## config.mk

```make
export PLATFORM = sky130hd
export DESIGN_NAME = imm_packer
export DESIGN_NICKNAME = d
export VERILOG_FILES = /design/src/rtl/imm_packer.sv
export SDC_FILE = /design/constraint.sdc
export NUM_CORES = 1
export LEC_CHECK = 0
export BUFFER_PORTS_ARGS = -buffer_cell sky130_fd_sc_hd__buf_4
export CAP_MARGIN = 20
export CELL_PAD_IN_SITES_DETAIL_PLACEMENT = 1
export CELL_PAD_IN_SITES_GLOBAL_PLACEMENT = 2
export CORE_ASPECT_RATIO = 1.25
export CORE_MARGIN = 8
export CORE_UTILIZATION = 33
export CTS_CLUSTER_SIZE = 25
export DETAILED_ROUTE_END_ITERATION = 8
export PLACE_DENSITY_LB_ADDON = 0.12
export SLEW_MARGIN = 20
export SYNTH_ARGS = -nofsm -noshare
export SYNTH_HDL_FRONTEND = slang
export SYNTH_SLANG_ARGS = --single-unit
```

## constraint.sdc

```tcl
create_clock -name clk -period 3.05 [get_ports clk]
set_input_delay 0.305 -clock clk [delete_from_list [all_inputs] [get_ports clk]]
set_output_delay 0.305 -clock clk [all_outputs]
set_load 0.1 [all_outputs]
```

## src/rtl/imm_packer.sv

```systemverilog
// Immediate packer: scatters a signed immediate into I/S/B/J fields of a base word and
// streams the result into instruction memory. Optional range checking via IMM_PACKER_RANGE_CHECK_EN.
module imm_packer #(
   parameter int unsigned ADDR_W    = 8,
   parameter int unsigned BASE_ADDR = 0
) (
   input  logic              clk,
   input  logic              rst,
   input  logic              clr,
   input  logic              in_valid,
   output logic              in_ready,
   input  logic [1:0]        src,
   input  logic [31:0]       imm,
   input  logic [31:0]       base,
   input  logic              last,
   output logic              mem_we,
   output logic [ADDR_W-1:0] mem_addr,
   output logic [31:0]       mem_wdata,
   output logic              done,
   output logic              full,
   output logic              err
);

   localparam logic [1:0] S_IDLE  = 2'd0;
   localparam logic [1:0] S_PACK  = 2'd1;
   localparam logic [1:0] S_WRITE = 2'd2;
   localparam logic [1:0] S_DONE  = 2'd3;

   localparam logic [1:0] FMT_I = 2'd0;
   localparam logic [1:0] FMT_S = 2'd1;
   localparam logic [1:0] FMT_B = 2'd2;
   localparam logic [1:0] FMT_J = 2'd3;

   localparam logic [ADDR_W-1:0] BASE_A = ADDR_W'(BASE_ADDR);

   logic [1:0]        state_q, state_nx;
   logic [1:0]        src_q, src_nx;
   logic [31:0]       imm_q, imm_nx;
   logic [31:0]       base_q, base_nx;
   logic              last_q, last_nx;
   logic [ADDR_W-1:0] addr_q, addr_nx;
   logic [31:0]       wdata_q, wdata_nx;
   logic              we_q, we_nx;
   logic              done_q, done_nx;
   logic              full_q, full_nx;
   logic              err_q, err_nx;
   logic              ready_q, ready_nx;
   logic [31:0]       packed_c;
   logic              range_err_c;

   // Scatter the latched immediate over the base word.
   always_comb begin
      packed_c = base_q;
      case (src_q)
         FMT_I: packed_c[31:20] = imm_q[11:0];
         FMT_S: begin
            packed_c[31:25] = imm_q[11:5];
            packed_c[11:7]  = imm_q[4:0];
         end
         FMT_B: begin
            packed_c[31]    = imm_q[12];
            packed_c[30:25] = imm_q[10:5];
            packed_c[11:8]  = imm_q[4:1];
            packed_c[7]     = imm_q[11];
         end
         default: begin
            packed_c[31]    = imm_q[20];
            packed_c[30:21] = imm_q[10:1];
            packed_c[20]    = imm_q[11];
            packed_c[19:12] = imm_q[19:12];
         end
      endcase
   end

`ifdef IMM_PACKER_RANGE_CHECK_EN
   // Upper bits must be a pure sign extension; branch/jump offsets must be even.
   always_comb begin
      range_err_c = 1'b0;
      case (src_q)
         FMT_I, FMT_S: range_err_c = !((&imm_q[31:11]) || !(|imm_q[31:11]));
         FMT_B:        range_err_c = !((&imm_q[31:12]) || !(|imm_q[31:12])) || imm_q[0];
         default:      range_err_c = !((&imm_q[31:20]) || !(|imm_q[31:20])) || imm_q[0];
      endcase
   end
`else
   logic unused_imm_hi;
   assign unused_imm_hi = ^imm_q[31:21];
   assign range_err_c   = 1'b0;
`endif

   // Next-state and registered-output logic.
   always_comb begin
      state_nx = state_q;
      src_nx   = src_q;
      imm_nx   = imm_q;
      base_nx  = base_q;
      last_nx  = last_q;
      addr_nx  = addr_q;
      wdata_nx = wdata_q;
      we_nx    = 1'b0;
      done_nx  = 1'b0;
      full_nx  = full_q;
      err_nx   = err_q;
      if (clr) begin
         state_nx = S_IDLE;
         addr_nx  = BASE_A;
         full_nx  = 1'b0;
         err_nx   = 1'b0;
      end else begin
         case (state_q)
            S_IDLE: begin
               if (in_valid && ready_q) begin
                  src_nx   = src;
                  imm_nx   = imm;
                  base_nx  = base;
                  last_nx  = last;
                  state_nx = S_PACK;
               end
            end
            S_PACK: begin
               if (range_err_c) begin
                  err_nx   = 1'b1;
                  state_nx = S_IDLE;
               end else begin
                  wdata_nx = packed_c;
                  we_nx    = 1'b1;
                  state_nx = S_WRITE;
               end
            end
            S_WRITE: begin
               addr_nx = addr_q + ADDR_W'(1);
               if (addr_q == {ADDR_W{1'b1}}) full_nx = 1'b1;
               done_nx  = last_q;
               state_nx = last_q ? S_DONE : S_IDLE;
            end
            default: begin
               addr_nx  = BASE_A;
               state_nx = S_IDLE;
            end
         endcase
      end
      ready_nx = (state_nx == S_IDLE) && !full_nx && !err_nx;
   end

   always_ff @(posedge clk or posedge rst) begin
      if (rst) begin
         state_q <= S_IDLE;
         src_q   <= 2'd0;
         imm_q   <= 32'd0;
         base_q  <= 32'd0;
         last_q  <= 1'b0;
         addr_q  <= BASE_A;
         wdata_q <= 32'd0;
         we_q    <= 1'b0;
         done_q  <= 1'b0;
         full_q  <= 1'b0;
         err_q   <= 1'b0;
         ready_q <= 1'b1;
      end else begin
         state_q <= state_nx;
         src_q   <= src_nx;
         imm_q   <= imm_nx;
         base_q  <= base_nx;
         last_q  <= last_nx;
         addr_q  <= addr_nx;
         wdata_q <= wdata_nx;
         we_q    <= we_nx;
         done_q  <= done_nx;
         full_q  <= full_nx;
         err_q   <= err_nx;
         ready_q <= ready_nx;
      end
   end

   assign in_ready  = ready_q;
   assign mem_we    = we_q;
   assign mem_addr  = addr_q;
   assign mem_wdata = wdata_q;
   assign done      = done_q;
   assign full      = full_q;
   assign err       = err_q;

endmodule

```

# Word-level counts from Yosys, hierarchy flattened

Cells that the tools add are included.

Output and inout port bits: 45
Bits of input ports: 71
Bits in latches: 0
Memory bits (writable): 0
Flip-flop bits (word level): 96
Memory bits (read-only): 0
Logic and storage cells: 52
Memories kept: 0

Shifts and indexed selects: 0
Add/sub/neg operators: 1
$lt $le $gt $ge: 0
Equal/unequal tests: 6
Multipliers: 0
Bitwise operators: 1
Reduce and logical (&&, ||, !) cells: 14
Mux-type cells: 18
Divide/modulo/power cells: 0

Operator list:

| operator                                                              | count |
|---|---|
| 5-bit one-hot mux with 2 select lines                                 | 2 |
| 8-bit two-way mux                                                     | 2 |
| 8-bit one-hot mux with 2 select lines                                 | 1 |
| 7-bit one-hot mux with 2 select lines                                 | 1 |
| 8-bit by 1-bit adder with 8-bit output, second input constant         | 1 |
| 8-bit equality test, second input constant                            | 1 |
| 1-bit two-way mux                                                     | 8 |
| 2-bit zero test                                                       | 3 |
| 2-bit two-way mux                                                     | 3 |
| 2-bit one-hot mux with 3 select lines                                 | 1 |
| 2-bit OR reduction                                                    | 3 |
| 2-bit by 1-bit equality test with 1-bit output, second input constant | 2 |
| 2-bit equality test, second input constant                            | 2 |
| 1-bit logical AND                                                     | 3 |
| 3-bit AND reduction                                                   | 1 |
| 3-bit OR reduction                                                    | 1 |
| 1-bit zero test                                                       | 2 |
| 2-bit by 1-bit != test with 1-bit output, second input constant       | 1 |
| 2-bit AND reduction                                                   | 1 |
| 1-bit inverter                                                        | 1 |

# Logic depth before layout (Yosys ltp)

Gate-level depths: netlist (run 1).

Depth after elaboration: 7
Gate-level depth with buffers: 6

# Worst setup path before layout (run 1)

No wires, ideal clock.

Path type: register to register
Start point: register addr_q[0], in the netlist mem_addr[0]
End point: register addr_q[6], in the netlist mem_addr[6]
Arrival: 1.999 ns
Buffers on the path: 0
Data required time: 2.979 ns
Library setup time: 0.071 ns
Period minus slack after synthesis: 2.070 ns
Path slack: 0.980 ns
Stages on the path, launching flop included: 5
Path through: dfrtp_1 ha_1 nand3_1 or4_1 nand3_1

Cells in the longest elaborated chain, start to end: 3

Ends and longest elaborated chain:

| what                                   | RTL line | RTL |
|---|---|---|
| from (decl)                            | 41       | `logic [ADDR_W-1:0] addr_q, addr_nx;` |
| from (signal assigned)                 | 165      | `addr_q <= addr_nx;` |
| 8-bit by 1-bit adder with 8-bit output | 131      | `addr_nx = addr_q + ADDR_W'(1);` |
| 8-bit one-hot mux with 2 select lines  | 110      | `case (state_q)` |
| 8-bit two-way mux                      | 104      | `if (clr) begin` |

No other way between the ends.
A chain may end at the register's enable or synchronous reset.

# Worst setup path in the final report (run 1)

Start point: register ready_q, in the netlist in_ready
End point: register base_q[22]

Cells in the longest elaborated chain, start to end: 2

Ends and longest elaborated chain:

| what                                 | RTL line | RTL |
|---|---|---|
| from (decl)                          | 47       | `logic ready_q, ready_nx;` |
| from (signal assigned)               | 171      | `ready_q <= ready_nx;` |
| 1-bit logical AND                    | 112      | `if (in_valid && ready_q) begin` |
| 3-bit AND reduction (no source line) | -        |  |
| to (signal assigned)                 | 163      | `base_q <= base_nx;` |
| to (decl)                            | 39       | `logic [31:0] base_q, base_nx;` |

No other way between the ends.

==> results of run 1 <==
path summary, 6_finish.rpt:
check | from | end | slack [ps]
worst max-delay path | in_ready | base_q[22] | 1210
worst min-delay path | rst | mem_addr[7] | 40
worst max register to register | in_ready | base_q[22] | 1210
worst min register to register | mem_wdata[19] | mem_wdata[19] | 480
max in group asynchronous | rst | in_ready | 2280
min in group clk | imm[19] | imm_q[19] | 180
layer usage:
metal,routed length [µm],global-route usage,part of all wire
met1,3846,0.1427,0.41
met2,4747,0.2150,0.51
met3,607,0.04314,0.065
met4,122,0.04427,0.013
met5,0,0,0
power breakdown:
part | switching, µW | internal (µW)
combinational | 2030 | 778
clock | 490 | 723
sequential | 268 | 1740
total | 2790 | 3250
through the flow:
stage | total power [µW] | setup WS (ps)
final | 6033 | 1214
after global routing | 6340 | 1038
after CTS | 6126 | 1035
after detailed placement | 4898 | 1051
after global placement | 4838 | 1059
after floorplan | 4211 | 241.3
final cells by class:
type	count	area, µm²
Tap cell	161	201.4
Clock inverter	6	93.84
Inverter	9	36.28
Fill cell	1258	6467
Sequential cell	96	2404
Timing Repair Buffer	101	770.7
Multi-Input combinational cell	182	1469
Clock buffer	10	229.0
cells in the final DEF (no fill, tap or decap), types with 2 or more instances in the layout:
cell       Yosys  routed
ha_1           5       5
bufinv_16      0       2
a211oi_1       2       2
o31ai_1        2       2
nor2b_1        7       7
a221oi_1       2       2
nor2_1         3       3
mux2_2        59      59
buf_4          0     100
a21oi_1        9       9
o21ai_0       21      21
mux2i_1        9       9
clkinv_4       0       3
nand3_1        4       4
or2_2          2       2
dfrtp_1       95      95
clkbuf_16      0       9
nand2_1       26      26
mux2_1         3       3
a22oi_1        5       5
a21o_1         3       3
inv_1          9       8
o21a_1         2       2
state kept, by name, summed over array words and instances, names as in the netlist:
signal and count:
base_q 25, done 1, imm_q 21, last_q 1, state_q 2, err 1, in_ready 1, mem_we 1
src_q 2, mem_addr 8, mem_wdata 32, full 1
cell families after synthesis:
group,after synthesis,share of synthesized area
simple gates,55,0.07365
buf+inv,23,0.02465
flops,96,0.6071
mux,71,0.1991
xor+xnor,1,0.002213
compound gates,50,0.07743
fa+ha+maj,5,0.01580
==> impl_metrics.yaml, run 1 <==
cells_and_area:
  final_util: 0.4459
  drive_gt1_frac: 0.4530
  n_antenna_cell: 0
  final_cells: 565
  nets: 475
  fin_area_um2: 5204
  area_delta_synth_final_pct: 31.45
job:
  maxCapViolCount: 0
global_routing:
  grt_pass1_vias: 3001
  grt_pass1_wl_um: 15700
  overflow: 0
  grt_max_degree: 54
  grtUsageTotal: 0.1263
  antenna_found_initial: 0
place:
  io_buffer_count: 97
  hpwl_um: 6584
  gp_congestion: 0.6776
  place_area_um2: 4878
  dp.cells: 549
detailed_routing:
  detail_route.wl_per_cell_um: 16.50
  antenna_left: 0
  viasPerCell: 4.724
  first_pass_iters: 3
  routed_wl_um: 9324
  drc: 0
  initialDrtViolationCount: 68
  via_count: 2669
synth:
  synthFlopType: "dfrtp_1"
  netlist_instances: 301
  yosys_register_bits: 96
  yosysTopAreaCellShare: 0.6005
  synthTopCellsByCount: "dfrtp_1 (95), mux2_2 (59), nand2_1 (26), o21ai_0 (21)"
  netlist-cell-type-count: 40
  async_flop_share: 1.000
  synth_top_cell_by_area: "dfrtp_1"
  syn_nets: 377
  synthTopCellsByArea: "dfrtp_1 (60%), mux2_2 (17%), o21ai_0 (2.7%)"
  yosysSeqAreaShare: 0.6071
  synth-edff-count: 0
  avgSynthCellArea_um2: 13.15
  synth.most_common_cell: "dfrtp_1"
  synth_area_um2: 3959
  ys_warn_count: 0
cts:
  cts_setup_buffers: 0
  cts-htree-levels: 3
  worst_skew_pair.late_latency_ps: 340
  cts.sinks: 96
  path_clk_slew_ps: 70
  clock_path_buffers: 2
  clockRootBuffer: "clkbuf_16"
  cts_tree: "yes"
  post_cts_resized: 0
  ctsHoldBuffers: 0
  cts_buffers: 9
power:
  vdd_drop_max_mv: 0.8880
  power.leakage_uw: 0.002405
  powerDensity_nw_per_um2: 1159
worst_setup_path:
  arrival_ps: 2050
  path_max_fanout: 40
  crit_path_top_delay_cell: "dfstp_2"
  r2r_cells: 4
  critPathKind: "flop to flop"
  critPathBufInv: 1
  crit_path_max_incr_delay_ps: 530
  cpLargestDelayFamily: "flip-flops"
  start_kind: "flop"
  path_depth: 4
  cp-end-kind: "flop"
  crit_chain: "nand2_1 > nor4_4 > buf_4 > mux2_2"
  required_ps: 3270
floorplanning:
  dieArea_um2: 15780
  start_util: 0.3392
  io_pins: 116
  die_w_um: 114.0
  die_h_um: 138.5
  rows: 44
  core_um2: 11670
sta:
  period_share: 0.6020
  fin_tns_setup_ps: 0
  hold_slack_ps: 39.97
  finClkSkew_ps: 8.530
  setup_viol: 0
  drv_slew: 0
  rsz0062_at_grt: "false"
  relSlewSlack: 0.4924
  finalHoldViolations: 0
  fin_crit_ps: 1836
  fmax_ghz: 0.5447
  worst_pin_slew_ps: 761.5
outcome:
  outcome: "completed"
worst_hold_path:
  hold_path_class: "input port to asynchronous set/reset pin"
No activity file was read; power rests on OpenSTA's default activity.
==> inputs of run 2 (changes only) <==
CORE_UTILIZATION = 30   (was 33)
clock period = 1.5 ns   (was 3.05 ns; I/O delays follow)
==> run 2 against run 1 <==
The flow now finishes with violations (setup timing). Global-route usage is 0.38 points lower. Count of clock-buffer cells in the layout is 1 higher. Core utilization is 1.2 points lower. Fmax is 13% higher. Non-clock buffer count is 22 higher. Largest power group unchanged.
==> impl_metrics.yaml, run 2 (synthesis results as in run 1) <==
outcome:
  outcome: "finished with violations"
  violations: "setup timing"
sta:
  finalHoldViolations: 0
  relSlewSlack: 0.8146
  period_share: 1.082
  worst_pin_slew_ps: 278.1
  fmax_ghz: 0.6164
  fin_ws_ps: -122.3
  setup_viol: 66
  finClkSkew_ps: 3.549
  fin_tns_setup_ps: -6438
  fin_crit_ps: 1622
  drv_slew: 0
  rsz0062_at_grt: "true"
  hold_slack_ps: 32.94
floorplanning:
  io_pins: 116
  core_um2: 13060
  rows: 47
  die_h_um: 144.4
  dieArea_um2: 17150
  start_util: 0.3032
  die_w_um: 118.7
cells_and_area:
  drive_gt1_frac: 0.5329
  register_area_um2: 2420
  final_common_cell: "buf_4"
  n_antenna_cell: 0
  area_delta_synth_final_pct: 43.05
  final_util: 0.4338
  final_cell_mix: "buf_4 (114), dfrtp_1 (85), mux2_2 (30), mux2_4 (30), nand2_1 (25)"
  nets: 497
  largest_register_ffs: 32
  fillers: 1412
  multi_input_area_um2: 1657
worst_setup_path:
  r2r_cells: 5
  crit_path_top_delay_cell: "dfstp_4"
  path_depth: 5
  crit_path_max_incr_delay_ps: 630
  arrival_ps: 1840
  critPathBufInv: 2
  cp-end-kind: "flop"
  r2r-start: "in_ready"
  crit_chain: "nand2_4 > nor4_4 > buf_6 > buf_12 > mux2_2"
  r2r-end: "base_q[15]"
  critPathKind: "flop to flop"
  cpLargestDelayFamily: "flip-flops"
  start_kind: "flop"
  path_max_fanout: 19
  cp-startpoint: "in_ready"
  r2r_setup_slack_ps: -120
  endpoint: "base_q[15]"
  required_ps: 1720
cts:
  cts_tree: "yes"
  clockRootBuffer: "clkbuf_16"
  cts.sinks: 96
  cts-htree-levels: 3
  cts_buffers: 9
  worst_skew_pair.late_latency_ps: 330
  cts_setup_buffers: 0
  clock_path_buffers: 2
  path_clk_slew_ps: 60
detailed_routing:
  initialDrtViolationCount: 100
  via_count: 2755
  detail_route.wl_per_cell_um: 16.78
  first_pass_iters: 4
  viasPerCell: 4.615
  routed_wl_um: 10020
  antenna_left: 0
  drc: 0
place:
  io_buffer_count: 97
  pre_cts_ws_ps: -146.6
  hpwl_um: 7299
  gp_congestion: 0.7099
global_routing:
  overflow: 0
  antenna_found_initial: 0
  grtUsageTotal: 0.1225
  grt_max_degree: 52
  grt_pass1_vias: 3116
  grt_pass1_wl_um: 16490
job:
  maxCapViolCount: 0
power:
  vdd_drop_max_mv: 1.170
  power.leakage_uw: 0.002640
  powerDensity_nw_per_um2: 2278
worst_hold_path:
  hold_path_class: "input port to flop"
==> run 2: changes by cell type in the layout (fill, tap and decap cells not counted), moves of 3 or more <==
cell,change
mux2_4,+30
mux2_2,-29
buf_4,+14
dfrtp_1,-10
dfrtp_2,+10
buf_12,+5
clkinv_4,-3
ha_1,-3
o21ai_0,-3
o21ai_1,+3
==> run 2: metal layers <==
layer / routed length, µm / GRT usage
met5: 0 / 0
met1: 4047 / 0.1366
met2: 5129 / 0.2089
met4: 124 / 0.04603
met3: 717 / 0.04648
==> run 2: layout make-up <==
type | instances | area share
Clock buffer | 11 | 0.04286
Clock inverter | 5 | 0.01414
Inverter | 9 | 0.006628
Multi-Input combinational cell | 182 | 0.2925
Sequential cell | 96 | 0.4273
Tap cell | 171 | 0.03778
Timing Repair Buffer | 123 | 0.1787
==> run 2: power by group <==
part	internal, µW	leakage (µW)	switching (µW)	total [µW]
Sequential	3560	0.00116	593	4150
Clock	1500	0.000152	946	2450
Combinational	2050	0.00133	4260	6300
==> run 2: how the worst min path moves through the flow <==
stage               startpoint          to  slack, ps  depth (start not counted)
floorplan              base[1]   base_q[1]        280                          1
global placement           rst         err        280                          3
detailed placement         rst         err        280                          3
CTS                    imm[19]   imm_q[19]         20                          2
global route          base[24]  base_q[24]         20                          2
finish                 imm[19]   imm_q[19]         30                          2
==> run 2: worst register-to-register path, cell delays in order, from the launching register on <==
cell     delay, ps
dfstp_4        630
nand2_4         50
nor4_4         140
buf_6          170
buf_12         170
mux2_2         350
==> run 2: repair_timing <==
action / 4_1_cts / 5_1_grt
hold buffers: 1 / 0
pin swaps: 1 / 1
endpoints found under the setup margin: 72 / 78
gates resized for setup: 17 / 20
endpoints found under the hold margin: 95 / 0
==> run 2: metrics by stage <==
step	total power (µW)	std cells	instance area, µm²
5_1_grt	13620	597	5663
6_report	12900	597	5663
3_5_place_dp	10310	580	5194
2_1_floorplan	8670	301	4074
4_1_cts	12970	597	5602
3_3_place_gp	10190	580	5194
==> inputs of run 3 (changes only) <==
BUFFER_PORTS_ARGS = not set   (was -buffer_cell sky130_fd_sc_hd__buf_4)
CORE_UTILIZATION = 37   (was 30)
DONT_BUFFER_PORTS = 1   (was not set)
==> run 3 against run 2 <==
The run still ends with setup timing left. First-iteration DRC count fell by 46%. Worst hold slack improved by 8.9 ps. Clock skew rose by 5.4 ps. Final area rose by 4.1%. Register-to-register slack got worse by 50 ps. Wire length rose by 4.4%.
==> impl_metrics.yaml, run 3 (synthesis results as in run 1) <==
place:
  dp.cells: 486
  gp_congestion: 0.7303
  io_buffer_count: 0
  pre_cts_ws_ps: -162.1
  hpwl_um: 6897
outcome:
  violations: "setup timing"
  outcome: "finished with violations"
worst_setup_path:
  crit_path_top_delay_cell: "dfstp_4"
  critPathKind: "flop to flop"
  path_max_fanout: 10
  start_kind: "flop"
  critPathBufInv: 2
  arrival_ps: 1890
  crit_chain: "nand2_4 > nor4_4 > buf_6 > clkbuf_16 > mux2_2"
  cp-end-kind: "flop"
  required_ps: 1720
  cpLargestDelayFamily: "flip-flops"
  crit_path_max_incr_delay_ps: 630
  r2r_setup_slack_ps: -170
sta:
  fin_crit_ps: 1668
  fmax_ghz: 0.5997
  setup_viol: 63
  period_share: 1.112
  hold_slack_ps: 41.81
  fin_ws_ps: -167.6
  finClkSkew_ps: 8.985
  relSlewSlack: 0.6728
  worst_pin_slew_ps: 489.8
  rsz0062_at_grt: "true"
  drv_slew: 0
  finalHoldViolations: 0
cells_and_area:
  area_delta_synth_final_pct: 48.93
  final_common_cell: "dfrtp_1"
  n_antenna_cell: 0
  drive_gt1_frac: 0.4319
  largest_register_ffs: 32
  fillers: 1069
  final_cells: 558
  nets: 497
  final_cell_mix: "dfrtp_1 (85), buf_4 (57), dlygate4sd3_1 (51), mux2_4 (34), mux2_2 (28)"
detailed_routing:
  initialDrtViolationCount: 54
  viasPerCell: 4.977
  via_count: 2777
  routed_wl_um: 10460
  detail_route.wl_per_cell_um: 18.74
  antenna_left: 0
  first_pass_iters: 4
  drc: 0
floorplanning:
  dieArea_um2: 14290
  io_pins: 116
  rows: 42
  start_util: 0.3767
  core_um2: 10510
  die_w_um: 108.5
  die_h_um: 131.6
global_routing:
  antenna_found_initial: 0
  grt_pass1_wl_um: 16490
  grtUsageTotal: 0.1462
  overflow: 0
  grt_max_degree: 46
  grt_pass1_vias: 3094
cts:
  clock_path_buffers: 2
  clockRootBuffer: "clkbuf_16"
  cts_tree: "yes"
  cts_buffers: 9
  path_clk_slew_ps: 70
  cts-htree-levels: 3
  worst_skew_pair.late_latency_ps: 330
  cts.sinks: 96
worst_hold_path:
  hold_path_class: "input port to flop"
power:
  powerDensity_nw_per_um2: 2272
  power.leakage_uw: 0.002679
  vdd_drop_max_mv: 1.664
job:
  maxCapViolCount: 0
-- run 3: cell count changes in the layout (fill, tap and decap cells not counted), moves of 2 or more --
cell and change:
buf_6 +5, buf_4 -57, clkbuf_16 +3, clkbuf_8 +2
mux2_4 +4, dlygate4sd3_1 +50, mux2_1 -2, mux2_2 -2
clkinvlp_4 -2, or3b_4 +2
-- run 3: metrics by stage --
stage / util / power [µW] / cell area [µm²] / setup TNS [ps]
final: 0.5610 / 13390 / 5896 / -7342
after detailed placement: 0.4502 / 10140 / 4732 / -7690
after floorplan: - / 8670 / 4074 / -14090
after global routing: 0.5610 / 14010 / 5896 / -11110
after global placement: 0.4502 / 10020 / 4732 / -7217
after CTS: 0.5350 / 13070 / 5623 / -7359
-- run 3: repair_timing --
action,in CTS,in global routing
hold buffers,50,1
resized for setup,7,43
cloned,0,4
pin swaps,1,2
buffers inserted,0,2
hold endpoints to repair,70,1
endpoints found under the setup margin,76,63
-- run 3: worst paths after layout --
kind                       cells past startpoint     startpoint            end
min                                            2            clr           done
max in group asynchronous                      3            rst      imm_q[12]
min reg2reg                                    2  mem_wdata[15]  mem_wdata[15]
max                                            5       in_ready      imm_q[14]
max reg2reg                                    5       in_ready      imm_q[14]
min in group asynchronous                      2            rst  mem_wdata[23]
-- run 3: where the power goes --
group	leakage, µW	internal (µW)	switching [µW]	total, µW
clock	0.000179	1770	981	2750
sequential	0.00116	3550	583	4140
combinational	0.00134	2140	4360	6510
total	0.00268	7470	5930	13400
-- run 3: layout make-up --
class	count	area [µm²]	area share
clock inverter	4	98.84	0.01677
inverter	9	37.54	0.006367
timing repair buffer	123	1201	0.2037
multi-input combinational	182	1707	0.2895
tap	132	165.2	0.02801
sequential	96	2420	0.4104
clock buffer	12	266.5	0.04520
-- run 3: metal layers --
layer	wire length [µm]	part of all wire	GRT usage
met5	0	0	0
met4	108	0.010	0.04119
met2	5451	0.52	0.2454
met3	564	0.054	0.04452
met1	4331	0.41	0.1745
